===== src/rtl/uart_tx_fifo_if.sv =====
// Purpose: producer-side write port and transmitter-side launch port of the UART TX byte buffer.
// Latency: wires only; all timing lives in uart_tx_fifo.
// Backpressure: none on the wire; the producer watches full/count, and dropped writes pulse overflow.
interface uart_tx_fifo_if #(
  parameter int DATA_WIDTH = 8,
  parameter int ADDR_WIDTH = 4
);
  // Producer side
  logic                  wr_en;
  logic [DATA_WIDTH-1:0] wr_data;
  logic                  full;
  logic                  empty;
  logic [ADDR_WIDTH:0]   count;
  logic                  overflow;
  // Transmitter side
  logic                  tx_start;
  logic [DATA_WIDTH-1:0] tx_data;
  logic                  tx_done_tick;

  // Environment view: drives writes and the done tick, observes everything else
  modport master (
    output wr_en, wr_data, tx_done_tick,
    input  full, empty, count, overflow, tx_start, tx_data
  );

  // Buffer view: the uart_tx_fifo block itself
  modport slave (
    input  wr_en, wr_data, tx_done_tick,
    output full, empty, count, overflow, tx_start, tx_data
  );
endinterface


===== src/rtl/uart_tx_fifo.sv =====
// Purpose: circular byte FIFO feeding a UART transmitter, one tx_start pulse per byte, next launch after tx_done_tick.
// Latency: byte stored at edge N launches (tx_start high) after edge N+1; next frame launches 1 cycle after tx_done_tick.
// Backpressure: none to the producer; a write while full is dropped and flagged by a one-cycle overflow pulse.
module uart_tx_fifo #(
  parameter int DATA_WIDTH = 8,
  parameter int ADDR_WIDTH = 4
) (
  input  logic            clk,
  input  logic            reset_n,
  uart_tx_fifo_if.slave   bus
);

  localparam int                 DEPTH    = 1 << ADDR_WIDTH;
  localparam logic [ADDR_WIDTH:0] FULL_CNT = (ADDR_WIDTH + 1)'(DEPTH);

  typedef enum logic [1:0] {
    IDLE = 2'd0,
    SEND = 2'd1,
    WAIT = 2'd2
  } state_t;

  logic [DATA_WIDTH-1:0] mem_q [DEPTH];

  logic [ADDR_WIDTH-1:0] wp_q, wp_d;
  logic [ADDR_WIDTH-1:0] rp_q, rp_d;
  logic [ADDR_WIDTH:0]   count_q, count_d;
  state_t                state_q, state_d;
  logic                  tx_start_q, tx_start_d;
  logic [DATA_WIDTH-1:0] tx_data_q, tx_data_d;
  logic                  overflow_q, overflow_d;

  logic full, empty, push, pop;

  // Status decoded from the registered count only, so a fresh byte cannot be popped in the cycle it is written
  always_comb begin
    full  = (count_q == FULL_CNT);
    empty = (count_q == '0);
    push  = bus.wr_en && !full;
    pop   = (state_q == IDLE) && !empty;
  end

  // Next-state logic for pointers, occupancy, overflow flag and the launch sequencer
  always_comb begin
    wp_d       = wp_q;
    rp_d       = rp_q;
    count_d    = count_q;
    state_d    = state_q;
    tx_start_d = 1'b0;
    tx_data_d  = tx_data_q;
    overflow_d = bus.wr_en && full;

    if (push) begin
      wp_d = wp_q + 1'b1;
    end

    case (state_q)
      IDLE: begin
        if (pop) begin
          tx_data_d  = mem_q[rp_q];
          rp_d       = rp_q + 1'b1;
          tx_start_d = 1'b1;
          state_d    = SEND;
        end
      end
      SEND: begin
        state_d = WAIT;
      end
      WAIT: begin
        if (bus.tx_done_tick) begin
          state_d = IDLE;
        end
      end
      default: begin
        state_d = IDLE;
      end
    endcase

    case ({push, pop})
      2'b10:   count_d = count_q + 1'b1;
      2'b01:   count_d = count_q - 1'b1;
      default: count_d = count_q;
    endcase
  end

  // Storage array is intentionally left out of reset; only accepted writes touch it
  always_ff @(posedge clk) begin
    if (push) begin
      mem_q[wp_q] <= bus.wr_data;
    end
  end

  // Control state and registered outputs; reset drops everything queued and in flight
  always_ff @(posedge clk or negedge reset_n) begin
    if (!reset_n) begin
      wp_q       <= '0;
      rp_q       <= '0;
      count_q    <= '0;
      state_q    <= IDLE;
      tx_start_q <= 1'b0;
      tx_data_q  <= '0;
      overflow_q <= 1'b0;
    end else begin
      wp_q       <= wp_d;
      rp_q       <= rp_d;
      count_q    <= count_d;
      state_q    <= state_d;
      tx_start_q <= tx_start_d;
      tx_data_q  <= tx_data_d;
      overflow_q <= overflow_d;
    end
  end

  assign bus.full     = full;
  assign bus.empty    = empty;
  assign bus.count    = count_q;
  assign bus.overflow = overflow_q;
  assign bus.tx_start = tx_start_q;
  assign bus.tx_data  = tx_data_q;

endmodule


===== src/flat_wrapper.sv =====
// flat-port wrapper written by rule: the top's interface ports become plain ports
module uart_tx_fifo_flat 
#(
  parameter int DATA_WIDTH = 8,
  parameter int ADDR_WIDTH = 4
)
  (clk, reset_n, bus_wr_en, bus_wr_data, bus_tx_done_tick, bus_full, bus_empty, bus_count, bus_overflow, bus_tx_start, bus_tx_data);
  uart_tx_fifo_if #(.DATA_WIDTH(DATA_WIDTH), .ADDR_WIDTH(ADDR_WIDTH)) bus_i ();
  input  logic clk;
  input  logic reset_n;
  input wire logic [$bits(bus_i.wr_en)-1:0] bus_wr_en;
  input wire logic [$bits(bus_i.wr_data)-1:0] bus_wr_data;
  input wire logic [$bits(bus_i.tx_done_tick)-1:0] bus_tx_done_tick;
  output wire logic [$bits(bus_i.full)-1:0] bus_full;
  output wire logic [$bits(bus_i.empty)-1:0] bus_empty;
  output wire logic [$bits(bus_i.count)-1:0] bus_count;
  output wire logic [$bits(bus_i.overflow)-1:0] bus_overflow;
  output wire logic [$bits(bus_i.tx_start)-1:0] bus_tx_start;
  output wire logic [$bits(bus_i.tx_data)-1:0] bus_tx_data;
  assign bus_i.wr_en = bus_wr_en;
  assign bus_i.wr_data = bus_wr_data;
  assign bus_i.tx_done_tick = bus_tx_done_tick;
  assign bus_full = bus_i.full;
  assign bus_empty = bus_i.empty;
  assign bus_count = bus_i.count;
  assign bus_overflow = bus_i.overflow;
  assign bus_tx_start = bus_i.tx_start;
  assign bus_tx_data = bus_i.tx_data;
  uart_tx_fifo #(.DATA_WIDTH(DATA_WIDTH), .ADDR_WIDTH(ADDR_WIDTH)) u_core (.clk(clk), .reset_n(reset_n), .bus(bus_i));
endmodule

===== config.mk =====
export PLATFORM = sky130hd
export DESIGN_NAME = uart_tx_fifo_flat
export DESIGN_NICKNAME = d
export VERILOG_FILES = /design/src/rtl/uart_tx_fifo_if.sv /design/src/rtl/uart_tx_fifo.sv /design/src/flat_wrapper.sv
export SDC_FILE = /design/constraint.sdc
export NUM_CORES = 1
export LEC_CHECK = 0
export CAP_MARGIN = 25
export CORE_ASPECT_RATIO = 0.7
export CORE_MARGIN = 2
export CORE_UTILIZATION = 40
export DETAILED_ROUTE_END_ITERATION = 8
export GPL_TIMING_DRIVEN = 0
export HOLD_SLACK_MARGIN = 0.15
export PLACE_DENSITY = 0.68
export SETUP_SLACK_MARGIN = 0.5
export SLEW_MARGIN = 20
export SYNTH_ARGS = -nofsm -noshare
export SYNTH_HDL_FRONTEND = slang
export SYNTH_SLANG_ARGS = --single-unit
export TNS_END_PERCENT = 50

===== constraint.sdc =====
create_clock -name clk -period 6.16 [get_ports clk]
set_input_delay 1.848 -clock clk [delete_from_list [all_inputs] [get_ports clk]]
set_output_delay 1.848 -clock clk [all_outputs]
set_load 0.005 [all_outputs]

==> results of run 1 <==
==> critical path: stages <==
cell,delay (ns)
clkdlybuf4s50_1,0.49
a21boi_1,0.84
inv_1,0.16
ha_1,0.27
clkbuf_1,0.19
xor2_1,0.20
ha_1,0.23
o211a_1,0.23
o31ai_1,0.20
a31oi_1,0.09
xnor2_1,0.15
==> synth_stat cells (all sizes together) <==
library cell	instances	area, µm²
a211o	8	70.1
a21boi	1	7.51
a21oi	11	55.1
a22o	8	70.1
a311oi	1	8.76
a31oi	1	6.26
and2	1	6.26
and3	1	6.26
and3b	1	8.76
buf	16	108
clkbuf	5	18.8
dfrtp	25	626
edfxtp	128	3840
ha	9	113
inv	8	30.0
mux2	2	22.5
mux2i	8	80.1
mux4	32	751
nand2	10	37.5
nand2b	3	18.8
nand4	2	12.5
nor2	18	67.6
nor2b	9	56.3
nor3	4	20.0
nor3b	1	7.51
nor4	1	6.26
o211a	1	10.0
o21ai	6	33.8
o31ai	1	7.51
or4	1	11.3
xnor2	8	70.1
xor2	3	26.3
==> layer usage <==
| metal | vias up | share of wire, % | GRT usage, % |
|---|---|---|---|
| met5 | - | 0 | 0 |
| met4 | 0 | 0.55 | 5.16 |
| met3 | 5 | 6.9 | 3.89 |
| met2 | 89 | 45 | 24.0 |
| met1 | 1608 | 48 | 23.5 |
| li1 | 1406 | - | - |
==> state kept, by name (all words and copies together) (netlist names) <==
name	count
u_core.bus.overflow	1
u_core.rp_q	4
u_core.bus.tx_start	1
u_core.bus.count	5
u_core.state_q	2
u_core.mem_q	128
u_core.bus.tx_data	8
u_core.wp_q	4
==> power by group <==
group,switching [µW],internal (µW)
logic,615,568
clock network,398,631
registers,71.5,1300
total,1080,2500
==> worst paths after layout <==
kind	depth (start not counted)	from	end	slack [ns]
max in group asynchronous	1	reset_n	u_core.bus.tx_data[2]	4.28
hold / removal	1	u_core.bus.tx_data[5]	u_core.bus.tx_data[5]	0.51
hold reg to reg	1	u_core.bus.tx_data[5]	u_core.bus.tx_data[5]	0.51
min in group asynchronous	1	reset_n	u_core.bus.count[2]	1.46
setup / recovery	11	bus_wr_en	u_core.bus.count[4]	1.57
setup reg to reg	12	u_core.bus.count[1]	u_core.bus.count[4]	2.89
==> cells by family after synthesis <==
kind of cell    count (synthesis)  share of synthesized area, %
fa+ha+maj                       9                          1.81
flops                         153                          71.9
mux                            42                          13.7
xor+xnor                       11                          1.55
compound gates                 38                          4.33
simple gates                   52                          4.17
buf+inv                        29                          2.52
==> area by class of cell <==
| class | count | area (µm²) |
|---|---|---|
| repair buffers | 28 | 275 |
| clock inverters | 12 | 154 |
| flip-flops and latches | 153 | 4470 |
| inverters | 8 | 30.0 |
| well taps | 200 | 250 |
| multi-input cells | 152 | 1610 |
| fillers | 1262 | 8010 |
| clock buffers | 18 | 429 |
| plain buffers | 21 | 126 |
==> metrics by stage <==
stage	power, µW	cell area (µm²)	hold slack [ns]
6_report	3580	7340	0.511
5_1_grt	3770	7340	0.537
4_1_cts	3610	7340	0.519
3_5_place_dp	2590	6760	0.506
3_3_place_gp	2540	6750	0.509
2_1_floorplan	2190	6220	0.498
==> key figures, run 1 <==
Yosys
  • Synth Area per Inst: 18.6 µm²
  • Synth unique cells: 39
  • Yosys reg bits: 153
  • Gate Count Post-Synth: 334
  • Seq/Total Area, Yosys: 71.9%
  • Syn. warnings: 0
  • Net count after synthesis: between 300 and 400
  • Post-synth design cell area: 6220 µm²

Placed design
  • Place WS: 1.24 ns
  • GPL Wtd Cong: 0.790
  • I/O Buffers: 28
  • Placed cell count: 562
  • Estimated wirelength of the detail-placed design: 7.93 mm

Detailed routing
  • Antenna Nets Post-Route: 0
  • DRC: 0
  • Avg WL per Cell: roughly 21 µm
  • Via count: 3,108
  • First-pass iteration count of the detailed router: 4
  • 1st-iter DRT viols: 307
  • Vias per cell: 5.25
  • Routed WL: 12.3 mm

Floorplan
  • Initial core utilization: just over 40%
  • I/O Pins: 29
  • Core footprint: between 15,000 and 20,000 µm²
  • Std-Cell Rows: 38
  • Die X: 153 µm
  • DIE HEIGHT: about 110 µm
  • DIE AREA: 16,600 µm²

Setup path
  • Crit. End Element: flop
  • WP data arrival: 4.88 ns
  • Setup CP Type: input port to flop
  • Required @ worst endpoint: 6.46 ns
  • Worst setup SP type: input port
  • CP max FO: 9

Cells and area
  • Post-route insts no fill: 592
  • Post-layout util: 47.8%
  • Area growth syn-to-layout: 18.2%
  • Number of antenna diodes: 0
  • Final net count: 402
  • Layout cell share with drive strength beyond 1: 18.6%
  • Commonest non-fill, non-tap cell in the layout: edfxtp_1
  • Most frequent cells in the layout: 128 x edfxtp_1, 27 x clkdlybuf4s50_1, 25 x dfrtp_1

STA
  • Slew margin rel.: 30.4%
  • Endpoints failing setup: 0
  • Fin. Hold Viols: 0
  • Fmax: 218 MHz
  • RSZ-0062 raised after global routing: no
  • Final worst path period share: 74.5%
  • Clock period minus worst slack: 4.59 ns
  • Final WS setup: 1.57 ns
  • Worst-Margin Slew: 1.04 ns
  • Setup tns final: 0 ns
  • Pins over their slew limit: 0
  • Setup Skew: 0.0114 ns

Global route
  • Vias in the first global route: 3,173
  • First-pass GRT wire length: 18.9 mm
  • All-Layer GR Usage: 16.1%
  • Initial antenna violation count: 0
  • Grt ovf: 0
  • Largest net degree at the start of global routing: 26

CTS
  • Post-CTS repair timing setup buffer count: 0
  • Root buf cell: clkbuf_16
  • CTS clk-pin slew, worst paths: approximately 0.060 ns
  • Htree depth: 4
  • Worst skew pair latency: 0.41 ns
  • Post-CTS sizing: 0
  • Hold-fix buffers, CTS: 0
  • Clk buf depth: 2
  • TritonCTS clock tree: done
  • CTS sink count: 153
  • TritonCTS buffer count: 17

Run
  • Max Cap Viol: 0

Pwr
  • Pwr/cell area: 487 nW/µm²
  • Leak: 0.00255 µW
  • Worst vdd ir: 224 µV

Min path
  • Hold crit path type: flop to flop

Outcome
  • Status: finished, final reports clean
No activity file was read; power rests on OpenSTA's default activity.
==> inputs of run 2 (changes only) <==
--- a/config.mk
+++ b/config.mk
@@ -12,7 +12,7 @@
 export DETAILED_ROUTE_END_ITERATION = 8
 export GPL_TIMING_DRIVEN = 0
 export HOLD_SLACK_MARGIN = 0.15
-export PLACE_DENSITY = 0.68
+export PLACE_DENSITY = 0.7
 export SETUP_SLACK_MARGIN = 0.5
 export SLEW_MARGIN = 20
 export SYNTH_ARGS = -nofsm -noshare
==> constraint.sdc (replaced) <==
create_clock -name clk -period 3.7 [get_ports clk]
set_input_delay 1.11 -clock clk [delete_from_list [all_inputs] [get_ports clk]]
set_output_delay 1.11 -clock clk [all_outputs]
set_load 0.005 [all_outputs]
==> run 2 against run 1 <==
Against the previous run:
- worst hold slack better by 0.0051 ns
- flip-flop and latch count stayed put
- via count is 0.74% higher
- largest cell class unchanged
- largest power group unchanged
==> key figures, run 2 (synthesis results as in run 1) <==
Cells and area
  • Footprint of the multi-input gates: 1620 µm² (+0.70%)
  • Sequential Area: 4470 µm² (unchanged)
  • Most frequent cells in the layout: 128 x edfxtp_1, 26 x clkdlybuf4s50_1, 25 x dfrtp_1
  • Number of antenna diodes: 0 (unchanged)
  • FILL cells: 1,279 (+1.3%)
  • Final net count: 403 (+0.25%)
  • Most flop-heavy register: u_core.mem_q
  • Layout cell share with drive strength beyond 1: 19.8% (+1.2 points)
  • Max FFs per register: 128 (unchanged)
  • Design area: 7350 µm² (about the same)
  • Area growth syn-to-layout: 18.3% (about the same)
  • Commonest non-fill, non-tap cell in the layout: edfxtp_1

Setup path
  • Worst Path Buf+Inv: 2 (-1)
  • Required @ worst endpoint: 2.59 ns (-3.87 ns)
  • Critical path cell sequence: buf_2 -> or4_4 -> nor2_1 -> clkdlybuf4s50_1
  • Crit. End Element: output port
  • CP max stage cell: or4_4
  • Worst setup SP type: flop
  • Top delay family on crit path: buffers and inverters
  • WP data arrival: 2.09 ns (-2.79 ns)
  • Setup CP Type: flop to output port
  • CP max FO: 8 (-1)
  • Worst path max stage delay: 0.54 ns (-0.30 ns)

Floorplan
  • Core footprint: 15,400 µm² (unchanged)
  • DIE HEIGHT: 108 µm (unchanged)
  • DIE AREA: 16,600 µm² (unchanged)
  • Die X: 153 µm (unchanged)
  • Std-Cell Rows: 38 (unchanged)
  • Initial core utilization: 40.5% (unchanged)
  • I/O Pins: 29 (unchanged)

CTS
  • CTS sink count: 153 (unchanged)
  • Worst skew pair latency: 0.42 ns (about the same)
  • CTS clk-pin slew, worst paths: 0.06 ns (about the same)
  • TritonCTS buffer count: 17 (unchanged)
  • Clk buf depth: 2 (unchanged)
  • TritonCTS clock tree: done
  • Root buf cell: clkbuf_16
  • Htree depth: 4 (unchanged)
  • Hold-fix buffers, CTS: 0 (unchanged)

Detailed routing
  • Antenna Nets Post-Route: 0 (unchanged)
  • DRC: 0 (unchanged)
  • Avg WL per Cell: 20.2 µm (-3.0%)
  • 1st-iter DRT viols: 300 (-2.3%)
  • First-pass iteration count of the detailed router: 4 (unchanged)
  • Vias per cell: 5.27 (+0.40%)
  • Via count: 3,131 (+0.74%)
  • Routed WL: 12.0 mm (-2.7%)

STA
  • Clock period minus worst slack: 3.20 ns
  • Min Hold Slack: 0.516 ns (+0.00515 ns)
  • Setup Skew: 0.0127 ns (+0.00128 ns)
  • Slew margin rel.: 45.6% (+15 points)
  • Pins over their slew limit: 0 (unchanged)
  • Worst-Margin Slew: 0.813 ns (-0.229 ns)
  • Final WS setup: 0.498 ns (-1.07 ns)
  • Endpoints failing setup: 0 (unchanged)
  • Fmax: 312 MHz
  • Final worst path period share: 86.5%
  • RSZ-0062 raised after global routing: yes
  • Fin. Hold Viols: 0 (unchanged)

Pwr
  • Overall Power: 5920 µW (+65%)
  • Pwr/cell area: 806 nW/µm² (+65%)
  • Worst vdd ir: 450 µV (+100%)
  • Leak: 0.00257 µW (+0.92%)

Min path
  • Hold crit path type: flop to flop

Outcome
  • Status: finished, final reports clean

Global route
  • First-pass GRT wire length: 18.6 mm (-1.6%)
  • Grt ovf: 0 (unchanged)
  • All-Layer GR Usage: 15.6% (-0.43 points)
  • Vias in the first global route: 3,234 (+1.9%)
  • Largest net degree at the start of global routing: 26 (unchanged)
  • Initial antenna violation count: 0 (unchanged)

Placed design
  • DP Area: 6760 µm² (unchanged)
  • Place WS: -0.431 ns (-1.67 ns)
  • GPL Wtd Cong: 0.765 (-3.2%)
  • Estimated wirelength of the detail-placed design: 7.88 mm (-0.67%)
  • I/O Buffers: 28 (unchanged)

Run
  • Max Cap Viol: 0 (unchanged)
-- run 2: through the flow --
stage / util, % / std cells / TNS (ns)
2_1_floorplan: - / 334 / 0
3_3_place_gp: 43.9 / 562 / -10.58
3_5_place_dp: 44.0 / 562 / -3.25
4_1_cts: 47.8 / 593 / 0
5_1_grt: 47.9 / 594 / 0
6_report: 47.9 / 594 / 0
-- run 2: area by class of cell --
type / count / share of cell area [%]
clock buffer: 17 / 5.79
sequential: 153 / 60.8
multi-input combinational: 152 / 22.1
buffer: 21 / 1.72
timing repair buffer: 29 / 3.83
clock inverter: 14 / 1.99
tap: 200 / 3.40
inverter: 8 / 0.409
-- run 2: report_power, final --
group          total, µW  switching (µW)  internal [µW]  leakage (µW)
sequential          2290             127           2160       0.00146
clock               1670             682            990      0.000277
combinational       1970            1020            948      0.000837
-- run 2: repair_timing --
item / in CTS / in global routing
resized for setup: 3 / 0
hold endpoints to repair: 0 / 0
gates cloned: 0 / 0
buffers inserted: 0 / 1
endpoints found under the setup margin: 116 / 3
-- run 2: worst paths after layout --
check                      cells after the start                   from                    end  slack (ns)
max                                            4    u_core.bus.count[2]               bus_full        0.50
min                                            1  u_core.bus.tx_data[6]  u_core.bus.tx_data[6]        0.52
max reg2reg                                   12    u_core.bus.count[2]    u_core.bus.count[4]        0.78
min reg2reg                                    1  u_core.bus.tx_data[6]  u_core.bus.tx_data[6]        0.52
max in group asynchronous                      1                reset_n  u_core.bus.tx_data[1]        2.57
min in group asynchronous                      1                reset_n    u_core.bus.count[2]        0.71
-- run 2: layer usage --
metal / track usage [%] / wire length [µm] / up-vias
met1: 22.2 / 5220 / 1602
met5: 0 / 0 / -
li1: - / - / 1416
met3: 4.77 / 1310 / 11
met2: 23.0 / 5360 / 102
met4: 5.69 / 95 / 0
-- run 2: worst register-to-register path: stages (launching register included) --
cell and delay (ns):
dfrtp_1 0.37, buf_2 0.17, or4_4 0.54, o21ai_2 0.18
inv_2 0.08, ha_1 0.20, clkbuf_1 0.18, xor2_1 0.20
ha_1 0.22, o211a_1 0.23, o31ai_1 0.21, a31oi_1 0.09
xnor2_1 0.15
